==> src/rtl/ide_sector_ctrl.sv <==
// Single-sector LBA28 PIO read/write sequencer. Drives an IDE register-cycle
// engine one access at a time and moves 256 words to/from a sector buffer.
module ide_sector_ctrl #(
    parameter int unsigned POLL_LIMIT = 65535
) (
    input  logic        clk,
    input  logic        reset,
    input  logic        start,
    input  logic        wr,
    input  logic [27:0] lba,
    output logic        busy,
    output logic        done,
    output logic        err,
    output logic [7:0]  buf_addr,
    input  logic [15:0] buf_rd_data,
    output logic [15:0] buf_wr_data,
    output logic        buf_we,
    output logic        ata_rd,
    output logic        ata_wr,
    output logic [4:0]  ata_addr,
    output logic [15:0] ata_in,
    input  logic [15:0] ata_out,
    input  logic        ata_done
);
    localparam int unsigned PW = (POLL_LIMIT > 1) ? $clog2(POLL_LIMIT + 1) : 1;
    localparam logic [PW-1:0] POLL_MAX = PW'(POLL_LIMIT);

    localparam logic [4:0] A_DATA   = 5'h10;
    localparam logic [4:0] A_SECCNT = 5'h12;
    localparam logic [4:0] A_LBA0   = 5'h13;
    localparam logic [4:0] A_LBA1   = 5'h14;
    localparam logic [4:0] A_LBA2   = 5'h15;
    localparam logic [4:0] A_DRVHD  = 5'h16;
    localparam logic [4:0] A_STATUS = 5'h17;

    typedef enum logic [2:0] {
        S_IDLE, S_WAIT_RDY, S_SETUP, S_WAIT_DRQ, S_XFER, S_WAIT_END, S_FINISH
    } state_t;

    state_t          state_q, state_d;
    logic            wr_mode_q, wr_mode_d;
    logic [27:0]     lba_q, lba_d;
    logic            busy_q, busy_d;
    logic            done_q, done_d;
    logic            err_q, err_d;
    logic [7:0]      buf_addr_q, buf_addr_d;
    logic [15:0]     buf_wr_data_q, buf_wr_data_d;
    logic            buf_we_q, buf_we_d;
    logic            ata_rd_q, ata_rd_d;
    logic            ata_wr_q, ata_wr_d;
    logic [4:0]      ata_addr_q, ata_addr_d;
    logic [15:0]     ata_in_q, ata_in_d;
    logic [PW-1:0]   poll_q, poll_d;
    logic [2:0]      step_q, step_d;
    logic            gap_q, gap_d;

    logic            acc_active, acc_done, can_issue;
    logic [PW-1:0]   poll_next;
    logic            poll_hit, poll_state, poll_more, fail;
    logic            st_bsy, st_drq, st_err;
    logic [4:0]      setup_addr;
    logic [15:0]     setup_data;

    // gap_q is set once the strobes have been low for a full cycle; issuing only
    // then gives the engine two idle cycles between accesses.
    assign acc_active = ata_rd_q | ata_wr_q;
    assign acc_done   = acc_active & ata_done;
    assign can_issue  = ~acc_active & gap_q;
    assign poll_next  = poll_q + PW'(1);
    assign poll_hit   = (poll_next == POLL_MAX);
    assign st_bsy     = ata_out[7];
    assign st_drq     = ata_out[3];
    assign st_err     = ata_out[0];
    assign poll_state = (state_q == S_WAIT_RDY) || (state_q == S_WAIT_DRQ) ||
                        (state_q == S_WAIT_END);

    always_comb begin
        setup_addr = A_STATUS;
        setup_data = wr_mode_q ? 16'h0030 : 16'h0020;
        case (step_q)
            3'd0: begin setup_addr = A_SECCNT; setup_data = 16'h0001; end
            3'd1: begin setup_addr = A_LBA0;   setup_data = {8'h00, lba_q[7:0]}; end
            3'd2: begin setup_addr = A_LBA1;   setup_data = {8'h00, lba_q[15:8]}; end
            3'd3: begin setup_addr = A_LBA2;   setup_data = {8'h00, lba_q[23:16]}; end
            3'd4: begin setup_addr = A_DRVHD;  setup_data = {8'h00, 4'hE, lba_q[27:24]}; end
            default: ;
        endcase
    end

    always_comb begin
        state_d       = state_q;
        wr_mode_d     = wr_mode_q;
        lba_d         = lba_q;
        busy_d        = busy_q;
        done_d        = 1'b0;
        err_d         = 1'b0;
        buf_addr_d    = buf_addr_q;
        buf_wr_data_d = buf_wr_data_q;
        buf_we_d      = 1'b0;
        ata_rd_d      = ata_rd_q;
        ata_wr_d      = ata_wr_q;
        ata_addr_d    = ata_addr_q;
        ata_in_d      = ata_in_q;
        poll_d        = poll_q;
        step_d        = step_q;
        gap_d         = ~acc_active;
        poll_more     = 1'b0;
        fail          = 1'b0;

        if (acc_done) begin
            ata_rd_d = 1'b0;
            ata_wr_d = 1'b0;
        end
        // Read path advances the index after the store strobe has used it.
        if (buf_we_q) buf_addr_d = buf_addr_q + 8'd1;
        if (poll_state && can_issue) begin
            ata_rd_d   = 1'b1;
            ata_addr_d = A_STATUS;
            ata_in_d   = 16'h0000;
        end

        case (state_q)
            S_IDLE: if (start) begin
                wr_mode_d = wr;
                lba_d     = lba;
                busy_d    = 1'b1;
                poll_d    = '0;
                state_d   = S_WAIT_RDY;
            end
            S_WAIT_RDY: if (acc_done) begin
                if (!st_bsy) begin
                    state_d = S_SETUP;
                    step_d  = 3'd0;
                end else poll_more = 1'b1;
            end
            S_SETUP: begin
                if (can_issue) begin
                    ata_wr_d   = 1'b1;
                    ata_addr_d = setup_addr;
                    ata_in_d   = setup_data;
                end
                if (acc_done) begin
                    if (step_q == 3'd5) begin
                        state_d = S_WAIT_DRQ;
                        poll_d  = '0;
                    end else step_d = step_q + 3'd1;
                end
            end
            S_WAIT_DRQ: if (acc_done) begin
                if (!st_bsy && st_err) fail = 1'b1;
                else if (!st_bsy && st_drq) begin
                    state_d    = S_XFER;
                    buf_addr_d = 8'd0;
                end else poll_more = 1'b1;
            end
            S_XFER: begin
                if (can_issue) begin
                    ata_rd_d   = ~wr_mode_q;
                    ata_wr_d   = wr_mode_q;
                    ata_addr_d = A_DATA;
                    ata_in_d   = wr_mode_q ? buf_rd_data : 16'h0000;
                end
                if (acc_done) begin
                    if (!wr_mode_q) begin
                        buf_we_d      = 1'b1;
                        buf_wr_data_d = ata_out;
                        if (buf_addr_q == 8'd255) state_d = S_FINISH;
                    end else if (buf_addr_q == 8'd255) begin
                        state_d = S_WAIT_END;
                        poll_d  = '0;
                    end else buf_addr_d = buf_addr_q + 8'd1;
                end
            end
            S_WAIT_END: if (acc_done) begin
                if (st_bsy) poll_more = 1'b1;
                else if (st_err) fail = 1'b1;
                else state_d = S_FINISH;
            end
            S_FINISH: begin
                done_d  = 1'b1;
                busy_d  = 1'b0;
                state_d = S_IDLE;
            end
            default: state_d = S_IDLE;
        endcase

        if (poll_more) begin
            if (poll_hit) fail = 1'b1;
            else poll_d = poll_next;
        end
        // Every error is decided on an ata_done, so no access is outstanding.
        if (fail) begin
            state_d = S_IDLE;
            err_d   = 1'b1;
            busy_d  = 1'b0;
        end
    end

    always_ff @(posedge clk) begin
        if (reset) begin
            state_q       <= S_IDLE;
            wr_mode_q     <= 1'b0;
            lba_q         <= '0;
            busy_q        <= 1'b0;
            done_q        <= 1'b0;
            err_q         <= 1'b0;
            buf_addr_q    <= '0;
            buf_wr_data_q <= '0;
            buf_we_q      <= 1'b0;
            ata_rd_q      <= 1'b0;
            ata_wr_q      <= 1'b0;
            ata_addr_q    <= '0;
            ata_in_q      <= '0;
            poll_q        <= '0;
            step_q        <= '0;
            gap_q         <= 1'b0;
        end else begin
            state_q       <= state_d;
            wr_mode_q     <= wr_mode_d;
            lba_q         <= lba_d;
            busy_q        <= busy_d;
            done_q        <= done_d;
            err_q         <= err_d;
            buf_addr_q    <= buf_addr_d;
            buf_wr_data_q <= buf_wr_data_d;
            buf_we_q      <= buf_we_d;
            ata_rd_q      <= ata_rd_d;
            ata_wr_q      <= ata_wr_d;
            ata_addr_q    <= ata_addr_d;
            ata_in_q      <= ata_in_d;
            poll_q        <= poll_d;
            step_q        <= step_d;
            gap_q         <= gap_d;
        end
    end

    assign busy        = busy_q;
    assign done        = done_q;
    assign err         = err_q;
    assign buf_addr    = buf_addr_q;
    assign buf_wr_data = buf_wr_data_q;
    assign buf_we      = buf_we_q;
    assign ata_rd      = ata_rd_q;
    assign ata_wr      = ata_wr_q;
    assign ata_addr    = ata_addr_q;
    assign ata_in      = ata_in_q;
endmodule

==> config.mk <==
export PLATFORM = sky130hd
export DESIGN_NAME = ide_sector_ctrl
export DESIGN_NICKNAME = d
export VERILOG_FILES = /design/src/rtl/ide_sector_ctrl.sv
export SDC_FILE = /design/constraint.sdc
export NUM_CORES = 1
export LEC_CHECK = 0
export ABC_AREA = 0
export BUFFER_PORTS_ARGS = -buffer_cell sky130_fd_sc_hd__buf_2
export CAP_MARGIN = 15
export CORE_MARGIN = 3
export CORE_UTILIZATION = 45
export CTS_CLUSTER_SIZE = 8
export DETAILED_ROUTE_END_ITERATION = 8
export GPL_TIMING_DRIVEN = 0
export HOLD_SLACK_MARGIN = 0.06
export PLACE_DENSITY_LB_ADDON = 0.12
export SLEW_MARGIN = 15
export SYNTH_ARGS = -nofsm -noshare
export SYNTH_HDL_FRONTEND = slang
export SYNTH_SLANG_ARGS = --single-unit
export TNS_END_PERCENT = 20
==> constraint.sdc <==
create_clock -name clk -period 2.4 [get_ports clk]
set_input_delay 0.48 -clock clk [delete_from_list [all_inputs] [get_ports clk]]
set_output_delay 0.48 -clock clk [all_outputs]
set_load 0.01 [all_outputs]
==> reports/results.ini <==
[outcome]
status=completed

[final_layout]
final_cells=919
syn2layout_area_growth_pct=30.1
finalInstanceArea_um2=6360
seq_area_um2=2090
mostFrequentLayoutCells=nand2_1, buf_2, dfxtp_1, a21oi_1, nor2_1
antennaDiodeCount=0
nets=851
n_fill_cell=983
final_common_cell=nand2_1
multiInputGateArea_um2=2770
drive_gt1_frac=0.291

[sta]
report.final.slew_viol_count=0
fmax_mhz=421
rsz0062_at_grt=yes
setup_viol=0
relSlewSlack=0.609
fin_crit_ns=2.38
timing.final.crit_share=0.991
hold_violations=0
worst_pin_slew_ns=0.587
fin_skew_ns=0.0109

[routing]
final_antenna_net_count=0
first_pass_iters=5
wl_per_cell_um=15.6
drtIter0Drc=409
vias_per_cell=5.56
via_count=5109
wl_um=14300
route.detailed.drc=0

[global_route]
grt_remaining_overflow=0
grt_usage=0.230
grt_pass1_wl_um=22100
antenna_found_initial=0
grt_pass1_vias=4647
grt_max_degree=18

[power_and_ir_drop]
p_leak_uw=0.00264
power.switching_uw=994
powerDensity_nw_per_um2=565
pwr-share-seq=0.505
irDropWorstVdd_uv=365
p_clk_frac=0.342
swShare=0.277
comb_power_share=0.153
p_int_uw=2600

[worst_setup_path]
rr_startpoint=poll_q[8]
start_kind=register
critPathArrivalTime_ns=2.63
critical_path_required_ns=2.65
critPathMaxFanout=3
rr_worst_depth=10
reg2reg_to=poll_q[2]
reg2reg_slack_ns=0.02
crit_path_end_kind=register
path_class=reg -> reg

[synthesis]
synth_seq_area_share=0.421
synth_edf_count=0
synth_warnings=0
synth_xor_xnor_area_share=0.00716
ys_ff_latch=103
synth_compound_area_frac=0.237
synthMuxAreaShare=0
synth.net_count=699
synthAdderAreaFrac=0.0205
ys.flop_type=dfxtp_1
synth_area_um2=4890
synthCells=626
synth-async-reset-ratio=0
yosysUniqueCellTypes=64
syn_avg_cell_area_um2=7.82
synth_simple_gate_area_frac=0.265
synth_top_family_by_area=simple AND/OR/NAND/NOR gates

[clocking]
root_buffer=clkbuf_8
clkLatencyLatePin_ns=0.37
cts_buffers=9
cts_max_level=3
clockBufferDepth=2
cts_tree=yes
path_clk_slew_ns=0.11
clock-sinks=103

[place]
post-place-cells=877
routabilityCongestion=0.899
dp_hpwl_um=10100
postPlaceCellArea_um2=5650
io_buffers=115

[min_path]
holdPathEnd=buf_wr_data[6]
hp-class=in -> reg
hp-start=ata_out[6]
hold_path_depth=3

[floorplanning]
die_w_um=110
io_pins=116
initial_core_util=0.468
std_cell_rows=37
die_h_um=110
coreArea_um2=10500
die_area_um2=12200

[flow_run]
drv_cap=0

-- sequential cells by signal, summed over array words and instances, names as in the netlist --
register and cells:
wr_mode_q 1, lba_q 28, step_q 3, ata_rd 1, buf_wr_data 16, err 1, busy 1, ata_wr 1
gap_q 1, done 1, buf_we 1, ata_in 16, buf_addr 8, ata_addr 5, poll_q 16, state_q 3
-- kinds of logic after synthesis --
| group | after synthesis |
|---|---|
| AOI/OAI and AO/OA | 174 |
| DFF | 103 |
| xor gates and xnor gates | 4 |
| and+or+nand+nor | 280 |
| adders and majority gates | 8 |
| buffers and inverters | 57 |
-- layer usage --
metal / up-vias / global-route usage / part of all wire
li1: 2509 / - / -
met1: 2379 / 0.306 / 0.44
met2: 196 / 0.382 / 0.47
met3: 25 / 0.0373 / 0.069
met4: 0 / 0.0730 / 0.015
met5: - / 0 / 0
-- final cells by class --
| type | count | area share |
|---|---|---|
| timing repair buffer | 147 | 0.134 |
| inverter | 12 | 0.00708 |
| clock buffer | 10 | 0.0201 |
| sequential | 103 | 0.328 |
| clock inverter | 6 | 0.0144 |
| buffer | 39 | 0.0344 |
| tap | 136 | 0.0267 |
| multi-input combinational | 466 | 0.435 |
-- synthesized netlist by cell type (all sizes together), types with 2 or more instances --
master | count | area [µm²]
a211o | 2 | 17.5
a211oi | 6 | 50.1
a21bo | 2 | 20.0
a21o | 6 | 45.0
a21oi | 79 | 395
a221o | 9 | 90.1
a221oi | 3 | 32.5
a222oi | 11 | 110
a22o | 2 | 17.5
a22oi | 8 | 60.1
a311oi | 2 | 17.5
a31oi | 5 | 31.3
and2 | 5 | 33.8
and3 | 13 | 81.3
and4 | 2 | 17.5
buf | 12 | 70.1
clkbuf | 33 | 124
dfxtp | 103 | 2060
ha | 8 | 100
inv | 12 | 45.0
nand2 | 125 | 469
nand2b | 13 | 81.3
nand3 | 18 | 103
nand4 | 8 | 50.1
nor2 | 57 | 214
nor2b | 10 | 62.6
nor3 | 11 | 55.1
nor4b | 2 | 17.5
o211ai | 2 | 20.0
o21a | 2 | 15.0
o21ai | 19 | 98.8
o21bai | 3 | 22.5
o2bb2ai | 2 | 17.5
or2 | 7 | 43.8
or3 | 4 | 25.0
or4 | 2 | 18.8
xnor2 | 2 | 17.5
xor2 | 2 | 17.5
-- power by group through the flow --
stage | logic (µW) | clock network [µW] | registers [µW]
floorplan | 288 | 0 | 1850
global placement | 447 | 0 | 1850
detailed placement | 456 | 0 | 1860
CTS | 520 | 1250 | 1810
global route | 609 | 1310 | 1820
finish | 550 | 1230 | 1810
-- worst max path at each step --
stage | slack (ns) | endpoint | from
floorplan | -0.006 | poll_q[12] | buf_addr[0]
global placement | -0.30 | poll_q[12] | buf_addr[0]
detailed placement | -0.32 | poll_q[12] | buf_addr[0]
CTS | 0.003 | poll_q[9] | step_q[1]
global route | -0.13 | poll_q[2] | poll_q[0]
finish | 0.02 | poll_q[2] | poll_q[8]
-- what timing repair did --
action | CTS | global route
pin swaps | 17 | 9
setup buffers | 22 | 8
cloned | 2 | 0
resized for setup | 44 | 34
endpoints found under the setup margin | 29 | 50
hold buffers | 0 | 0
-- stage by stage --
| step | hold slack (ns) | TNS (ns) | worst slack [ns] | util | total power (µW) |
|---|---|---|---|---|---|
| 3_5_place_dp | 0.438 | -4.12 | -0.320 | 0.540 | 2310 |
| 5_1_grt | 0.337 | -0.942 | -0.134 | 0.608 | 3740 |
| 3_3_place_gp | 0.432 | -3.53 | -0.297 | 0.540 | 2300 |
| 6_report | 0.337 | 0 | 0.0226 | 0.608 | 3590 |
| 4_1_cts | 0.322 | 0 | 0.00349 | 0.592 | 3580 |
| 2_1_floorplan | 0.436 | -0.0185 | -0.00616 | - | 2140 |
-- critical path: stages (launching register included) --
cell and delay (ns):
dfxtp_2 0.34, buf_6 0.09, nand4_1 0.12, or4_4 0.56
a221oi_4 0.25, nand4_1 0.17, buf_4 0.19, o211ai_4 0.22
buf_4 0.15, o2bb2ai_1 0.06, o2bb2ai_1 0.12
Note: power is estimated with default switching activity, not from simulation.
